## src/rtl/wave_synth_if.sv

```systemverilog
// TX sample bus between the waveform generator (master) and the DAC controller FIFO (slave).
interface wave_synth_if #(
  parameter int DATA_NBIT = 20
) ();
  logic                 tx_dv;
  logic [DATA_NBIT-1:0] tx_data;
  logic                 tx_waitrequest;

  modport master (output tx_dv, output tx_data, input tx_waitrequest);
  modport slave  (input tx_dv, input tx_data, output tx_waitrequest);
endinterface

```

## src/rtl/wave_synth.sv

```systemverilog
// Phase-accumulator waveform generator (DC/square/saw/triangle) with offset and saturation.
// Define WAVE_AMP_SCALE_EN to add the amplitude multiplier stage (latency 3 instead of 2).
module wave_synth #(
  parameter int DATA_NBIT  = 20,
  parameter int PHASE_NBIT = 32
) (
  input  logic                  tx_clk,
  input  logic                  tx_rst,
  input  logic                  enable,
  input  logic                  cfg_load,
  input  logic [1:0]            wave_sel,
  input  logic [PHASE_NBIT-1:0] freq_word,
  input  logic [16:0]           amp,
  input  logic [DATA_NBIT-1:0]  offset,
  output logic                  cfg_err,
  output logic [15:0]           sample_cnt,
  wave_synth_if.master          tx
);
`ifdef WAVE_AMP_SCALE_EN
  localparam int STAGES = 3;
`else
  localparam int STAGES = 2;
`endif
  localparam int N      = DATA_NBIT;
  localparam int SCL_W  = N + 2;
  localparam int PROD_W = N + 18;
  localparam int SUM_W  = N + 3;
  localparam logic signed [SUM_W-1:0] SAT_MAX = SUM_W'((2**(N-1)) - 1);
  localparam logic signed [SUM_W-1:0] SAT_MIN = SUM_W'(-(2**(N-1)));

  typedef enum logic [1:0] {W_DC = 2'b00, W_SQR = 2'b01, W_SAW = 2'b10, W_TRI = 2'b11} wave_e;

  logic [STAGES:1]         vld_q, vld_d;
  logic [PHASE_NBIT-1:0]   phase_q, phase_d, freq_q, freq_d;
  wave_e                   wave_q, wave_d;
  logic signed [N-1:0]     offset_q, offset_d, raw_q, raw_d, data_q, data_d;
  logic                    cfg_err_q, cfg_err_d;
  logic [15:0]             cnt_q, cnt_d;
  logic                    advance, empty, load_ok, issue;
  logic [N-1:0]            p, tri_u, raw_new, sat;
  logic signed [SUM_W-1:0] sum;
`ifdef WAVE_AMP_SCALE_EN
  logic [16:0]             amp_q, amp_d;
  logic signed [SCL_W-1:0] scaled_q, scaled_d;
`else
  logic unused_amp;
  assign unused_amp = ^amp;
`endif

  always_comb begin
    advance = ~(vld_q[STAGES] & tx.tx_waitrequest);
    empty   = ~|vld_q;
    load_ok = cfg_load & empty;
    issue   = enable & advance & ~load_ok;
    p       = phase_q[PHASE_NBIT-1 -: N];
    // triangle: doubled phase folded on the second half, then offset-binary to signed
    tri_u   = {p[N-2:0], 1'b0} ^ {N{p[N-1]}};
    case (wave_q)
      W_SQR:   raw_new = p[N-1] ? {1'b1, {(N-1){1'b0}}} : {1'b0, {(N-1){1'b1}}};
      W_SAW:   raw_new = {~p[N-1], p[N-2:0]};
      W_TRI:   raw_new = {~tri_u[N-1], tri_u[N-2:0]};
      default: raw_new = '0;
    endcase

`ifdef WAVE_AMP_SCALE_EN
    sum = SUM_W'(scaled_q) + SUM_W'(offset_q);
`else
    sum = SUM_W'(raw_q) + SUM_W'(offset_q);
`endif
    if (sum > SAT_MAX)      sat = SAT_MAX[N-1:0];
    else if (sum < SAT_MIN) sat = SAT_MIN[N-1:0];
    else                    sat = sum[N-1:0];

    phase_d  = phase_q;
    freq_d   = freq_q;
    wave_d   = wave_q;
    offset_d = offset_q;
    vld_d    = vld_q;
    raw_d    = raw_q;
    data_d   = data_q;
`ifdef WAVE_AMP_SCALE_EN
    amp_d    = amp_q;
    scaled_d = scaled_q;
`endif
    if (load_ok) begin
      phase_d  = '0;
      freq_d   = freq_word;
      wave_d   = wave_e'(wave_sel);
      offset_d = offset;
`ifdef WAVE_AMP_SCALE_EN
      amp_d    = amp;
`endif
    end else if (issue) begin
      phase_d = phase_q + freq_q;
    end

    // whole pipeline freezes while the output sample is held by back-pressure
    if (advance) begin
      vld_d = {vld_q[STAGES-1:1], issue};
      if (issue) raw_d = raw_new;
`ifdef WAVE_AMP_SCALE_EN
      if (vld_q[1]) scaled_d = SCL_W'((PROD_W'(raw_q) * PROD_W'($signed({1'b0, amp_q}))) >>> 16);
`endif
      if (vld_q[STAGES-1]) data_d = sat;
    end

    cfg_err_d = cfg_load & ~empty;
    cnt_d     = cnt_q + 16'(vld_q[STAGES] & ~tx.tx_waitrequest);
  end

  always_ff @(posedge tx_clk) begin
    if (tx_rst) begin
      vld_q     <= '0;
      phase_q   <= '0;
      freq_q    <= '0;
      wave_q    <= W_DC;
      offset_q  <= '0;
      raw_q     <= '0;
      data_q    <= '0;
      cfg_err_q <= 1'b0;
      cnt_q     <= '0;
`ifdef WAVE_AMP_SCALE_EN
      amp_q     <= 17'h10000;
      scaled_q  <= '0;
`endif
    end else begin
      vld_q     <= vld_d;
      phase_q   <= phase_d;
      freq_q    <= freq_d;
      wave_q    <= wave_d;
      offset_q  <= offset_d;
      raw_q     <= raw_d;
      data_q    <= data_d;
      cfg_err_q <= cfg_err_d;
      cnt_q     <= cnt_d;
`ifdef WAVE_AMP_SCALE_EN
      amp_q     <= amp_d;
      scaled_q  <= scaled_d;
`endif
    end
  end

  assign tx.tx_dv    = vld_q[STAGES];
  assign tx.tx_data  = data_q;
  assign cfg_err     = cfg_err_q;
  assign sample_cnt  = cnt_q;
endmodule

```

## src/flat_wrapper.sv

```systemverilog
// flat-port wrapper written by rule: the top's interface ports become plain ports
module wave_synth_flat 
#(
  parameter int DATA_NBIT  = 20,
  parameter int PHASE_NBIT = 32
)
  (tx_clk, tx_rst, enable, cfg_load, wave_sel, freq_word, amp, offset, cfg_err, sample_cnt, tx_tx_dv, tx_tx_data, tx_tx_waitrequest);
  wave_synth_if #(.DATA_NBIT(DATA_NBIT)) tx_i ();
  input  logic tx_clk;
  input  logic tx_rst;
  input  logic enable;
  input  logic cfg_load;
  input  logic [1:0] wave_sel;
  input  logic [PHASE_NBIT-1:0] freq_word;
  input  logic [16:0] amp;
  input  logic [DATA_NBIT-1:0] offset;
  output logic cfg_err;
  output logic [15:0] sample_cnt;
  output wire logic [$bits(tx_i.tx_dv)-1:0] tx_tx_dv;
  output wire logic [$bits(tx_i.tx_data)-1:0] tx_tx_data;
  input wire logic [$bits(tx_i.tx_waitrequest)-1:0] tx_tx_waitrequest;
  assign tx_tx_dv = tx_i.tx_dv;
  assign tx_tx_data = tx_i.tx_data;
  assign tx_i.tx_waitrequest = tx_tx_waitrequest;
  wave_synth #(.DATA_NBIT(DATA_NBIT), .PHASE_NBIT(PHASE_NBIT)) u_core (.tx_clk(tx_clk), .tx_rst(tx_rst), .enable(enable), .cfg_load(cfg_load), .wave_sel(wave_sel), .freq_word(freq_word), .amp(amp), .offset(offset), .cfg_err(cfg_err), .sample_cnt(sample_cnt), .tx(tx_i));
endmodule
```

## config.mk

```make
export PLATFORM = sky130hd
export DESIGN_NAME = wave_synth_flat
export DESIGN_NICKNAME = d
export VERILOG_FILES = /design/src/rtl/wave_synth_if.sv /design/src/rtl/wave_synth.sv /design/src/flat_wrapper.sv
export SDC_FILE = /design/constraint.sdc
export NUM_CORES = 1
export LEC_CHECK = 0
export ABC_CLOCK_PERIOD_IN_PS = 2600
export CAP_MARGIN = 25
export CORE_ASPECT_RATIO = 0.5
export CORE_UTILIZATION = 51
export DETAILED_ROUTE_END_ITERATION = 10
export MAX_ROUTING_LAYER = met4
export PLACE_DENSITY = 0.9
export SLEW_MARGIN = 30
export SYNTH_ARGS = -nofsm -noshare
export SYNTH_HDL_FRONTEND = slang
export SYNTH_SLANG_ARGS = --single-unit
```

## constraint.sdc

```tcl
create_clock -name tx_clk -period 2.6 [get_ports tx_clk]
set_clock_uncertainty 0.15 [all_clocks]
set_input_delay 0.26 -clock tx_clk [delete_from_list [all_inputs] [get_ports tx_clk]]
set_output_delay 0.26 -clock tx_clk [all_outputs]
set_load 0.05 [all_outputs]
```

==> parameters.txt <==
Parameter                              Value

Critical path
  Crit path arrival time ... 3.21 ns
  Crit start category ... flip-flop
  Worst setup path category ... reg -> reg
  Reg2reg setup slack ... -0.40 ns
  Worst path max stage delay ... 0.38 ns
  Startpoint of the worst-slack reg-to-reg timing path ... u_core.raw_q[0]
  CP Launch Point ... u_core.raw_q[0]
  R2R depth ... 12
  Required time of the critical path ... 2.80 ns
  Cell with the largest stage delay on the worst path ... sky130_fd_sc_hd__fa_2
  CP Capture Type ... flip-flop
  CP cell instances ... ha_4, inv_2, fa_2, nor2b_4, o31a_1, o211ai_2, o211a_1, nor3b_2, o41ai_4, buf_4, maj3_2, a211oi_2
  Terminus of the critical flop-to-flop path ... u_core.tx.tx_data[15]
  Maximum net fanout on the critical path ... 6

Timing
  Final cycle utilization of the critical path ... 116%
  Setup repair after global routing missed its margin ... yes
  Final number of setup-violating endpoints ... 31
  Timing-limited maximum frequency ... 333 MHz
  Post-layout minimum cycle time ... 3.00 ns
  Final Max Slew Viols ... 0
  Worst slew slack as a fraction of its limit ... 51.2%
  Slew @ Worst Pin ... 0.722 ns
  Worst-case setup margin in the final layout ... -0.404 ns
  Final Hold Slack ... 0.0903 ns
  Final Hold Vio Count ... 0
  Total Neg Setup Slack ... -8.26 ns

Layout
  Net count reported at finish ... 1371
  Fraction of the core area covered by cells at the end of the flow ... 72.1%
  Area delta synth->final ... 34.4%
  Antenna fix cells ... 0
  Non-filler instance count after layout ... 1472
  Layout cell share with drive strength beyond 1 ... 21.7%
  Fill cell instance count of the final layout ... 1019
  Area of all placed cells without fillers ... 11400 um^2

Synthesis
  Syn nets ... 1185
  Register bit count reported by yosys ... 145
  Synthesized area ... 8480 um^2
  Dominant synthesized flop cell ... sky130_fd_sc_hd__dfxtp_1
  Leading cell types by total area after synthesis ... sky130_fd_sc_hd__dfxtp_1, sky130_fd_sc_hd__nand2_1, sky130_fd_sc_hd__ha_1
  Area leader, netlist ... sky130_fd_sc_hd__dfxtp_1
  Count of flip-flops with a built-in enable after synthesis ... 0
  Number of distinct library cell variants in the gate-level netlist after synthesis ... 69
  Number of warning messages in the yosys log ... 0
  Seq/Total Area, Yosys ... 34.2%
  Share of flip-flops with an asynchronous set or reset after synthesis ... 0%
  Area share of the leading cell type in the synthesized netlist ... 34.2%
  Cell count after synthesis ... 1054
  Per-instance average area after synthesis ... 8.05 um^2

Placed design
  IO buf count ... 96
  Routability congestion estimate ... 0.957
  Instance area at placement ... 10300 um^2
  Detailed Place HPWL ... 17.0 mm
  Placed Cells incl. Taps ... 1420

Power
  Leakage ... 4.61 nW
  Internal Power ... 4.43 mW
  Net switching share of the total power ... 30.4%
  Part of the total power dissipated in combinational logic ... 23.5%
  Highest ir drop seen on vdd ... 492 uV
  Power density normalized to cell area ... 559 nW/um^2
  Fraction of power consumed by the clock network ... 38.0%
  Power dissipated by switching net loads ... 1.94 mW
  Sequential fraction of design power ... 38.5%

CTS
  Number of clock buffers inserted by TritonCTS ... 17
  Clock Latency Late Sink ... 0.43 ns
  Total clock sinks ... 145
  CTS root buffer ... sky130_fd_sc_hd__clkbuf_16
  Deepest clock path buffer count ... 2
  Number of H-tree branching levels ... 4
  Clock slew at reported path FFs ... 0.06 ns
  Clock tree from TritonCTS ... built

Floorplanning
  Overall die area ... 17200 um^2
  Width of the chip ... 184 um
  Starting density of the core ... 53.6%
  Row Count ... 32
  Io pins ... 114
  Core Footprint ... 15800 um^2
  Height of the chip ... 93.2 um

Global route
  Maximum number of pins on one net before global-route repair ... 63
  Global-route wire length before repair ... 41.0 mm
  Via count of the first global-routing pass ... 8345
  Number of antenna violations at the first check in global routing ... 0
  Leftover overflow at the end of global routing ... 0
  Total routing resource utilization after global routing ... 30.7%

Min path
  Number of cells on the worst hold path ... 2
  Hold Path Origin ... tx_rst
  Endpoint, Worst Hold ... u_core.freq_q[4]
  Type of the worst min-delay path ... in -> reg

Detailed routing
  Final wirelength ... 27.6 mm
  Via count ... 9051
  Pre-Repair DR Iteration Count ... 7
  Post-detailed-route via-to-cell ratio ... 6.15
  Number of DRC markers after the initial detailed-route iteration ... 1121
  Post-route antenna net violation count ... 0
  Number of remaining DRC errors ... 0
  Routed wire length per instance ... 18.8 um

Run status
  Violated checks ... negative setup slack
  Status ... complete, but fails checks

Flow run
  Number of maximum-capacitance constraint violations ... 0
## layer usage
layer	vias to the layer above	wire length [um]	global-route usage, %
met4	0	941	10.1
met1	4229	11100	38.6
met3	130	2600	5.37
met5	-	0	-
li1	4103	-	-
met2	589	13000	50.3
## sequential cells by signal, summed over array words and instances (netlist names)
name / flops
u_core.cfg_err: 1
u_core.phase_q: 32
u_core.vld_q: 2
u_core.freq_q: 32
u_core.tx.tx_data: 20
u_core.wave_q: 2
u_core.sample_cnt: 16
u_core.raw_q: 20
u_core.offset_q: 20
## cell families after synthesis
logic type	share of synthesized area (%)
AND/OR/NAND/NOR	22.3
AO/OA/AOI/OAI	21.7
flip-flops	34.2
buffers and inverters	4.07
adder cells (fa/ha/maj)	10.4
XOR/XNOR	7.02
multiplexers	0.251
## per-stage QoR
step                setup WS, ns  power [mW]
finish                    -0.404        6.37
global route              -0.487        6.56
CTS                       -0.305        6.23
detailed placement        -0.438        3.84
global placement          -0.669        3.77
floorplan                 -0.114        3.39
## power by group through the flow
stage / clock [mW] / combinational [mW] / sequential, mW
after floorplan: 0 / 0.844 / 2.54
after global placement: 0 / 1.29 / 2.48
after detailed placement: 0 / 1.36 / 2.48
after CTS: 2.38 / 1.41 / 2.44
after global routing: 2.50 / 1.59 / 2.46
final: 2.42 / 1.50 / 2.45
## cell usage in the layout, fill, tap and decap left out, drive strengths merged, types with 21 or more instances in the layout
cell type,Yosys,final
ha,53,53
nand3,35,35
a211oi,26,26
nor2,85,85
a221oi,21,21
nor2b,28,28
nor3,33,33
dfxtp,145,145
buf,12,134
xnor2,43,43
clkdlybuf4s50,0,95
nand2,181,181
inv,22,23
o21ai,32,32
a21oi,109,109
xor2,25,25
## layout make-up
| type | instances | area (um^2) | share of cell area, % |
|---|---|---|---|
| Tap cell | 221 | 277 | 2.43 |
| Clock buffer | 20 | 447 | 3.92 |
| Timing Repair Buffer | 229 | 1990 | 17.5 |
| Multi-Input combinational cell | 825 | 5580 | 48.9 |
| Sequential cell | 145 | 2920 | 25.6 |
| Inverter | 22 | 82.6 | 0.724 |
| Clock inverter | 10 | 111 | 0.977 |
## worst max path at each step
stage                                  endpoint  slack, ns  depth (start not counted)
after global placement    u_core.tx.tx_data[18]      -0.67                         11
after detailed placement   u_core.tx.tx_data[7]      -0.44                         12
final                     u_core.tx.tx_data[15]      -0.40                         12
after floorplan           u_core.tx.tx_data[10]      -0.11                         12
after global routing      u_core.tx.tx_data[16]      -0.49                         12
after CTS                 u_core.tx.tx_data[11]      -0.30                         12
## worst max-delay path: cells and delay by family (launching register included)
family          cells  cell delay (ns)
compound gates      5             0.96
fa+ha+maj           3             0.83
simple gates        2             0.39
flops               1             0.37
buf+inv             2             0.23
## cells in the mapped netlist (7+ instances only)
cell and instances:
sky130_fd_sc_hd__xnor2_1 43, sky130_fd_sc_hd__a211oi_2 18, sky130_fd_sc_hd__nor3_1 32, sky130_fd_sc_hd__a211oi_1 8
sky130_fd_sc_hd__maj3_2 16, sky130_fd_sc_hd__a21oi_1 109, sky130_fd_sc_hd__and3_1 10, sky130_fd_sc_hd__clkbuf_1 50
sky130_fd_sc_hd__nand2b_1 7, sky130_fd_sc_hd__o21bai_1 7, sky130_fd_sc_hd__nand3_1 35, sky130_fd_sc_hd__buf_1 8
sky130_fd_sc_hd__xor2_1 25, sky130_fd_sc_hd__inv_1 22, sky130_fd_sc_hd__a21o_1 20, sky130_fd_sc_hd__nand2_1 181
sky130_fd_sc_hd__a221oi_1 21, sky130_fd_sc_hd__dfxtp_1 145, sky130_fd_sc_hd__nor2b_1 28, sky130_fd_sc_hd__o21ai_0 31
sky130_fd_sc_hd__nor2_1 85, sky130_fd_sc_hd__ha_1 53, sky130_fd_sc_hd__nand4_1 12
## timing repair
| action | in CTS | in global routing |
|---|---|---|
| pin swaps | 34 | 54 |
| setup endpoints to repair | 39 | 38 |
| gates cloned | 1 | 0 |
| setup buffers | 9 | 13 |
| hold buffers | 0 | 0 |
| gates resized for setup | 33 | 47 |
Power figures use the tool's default switching activity.
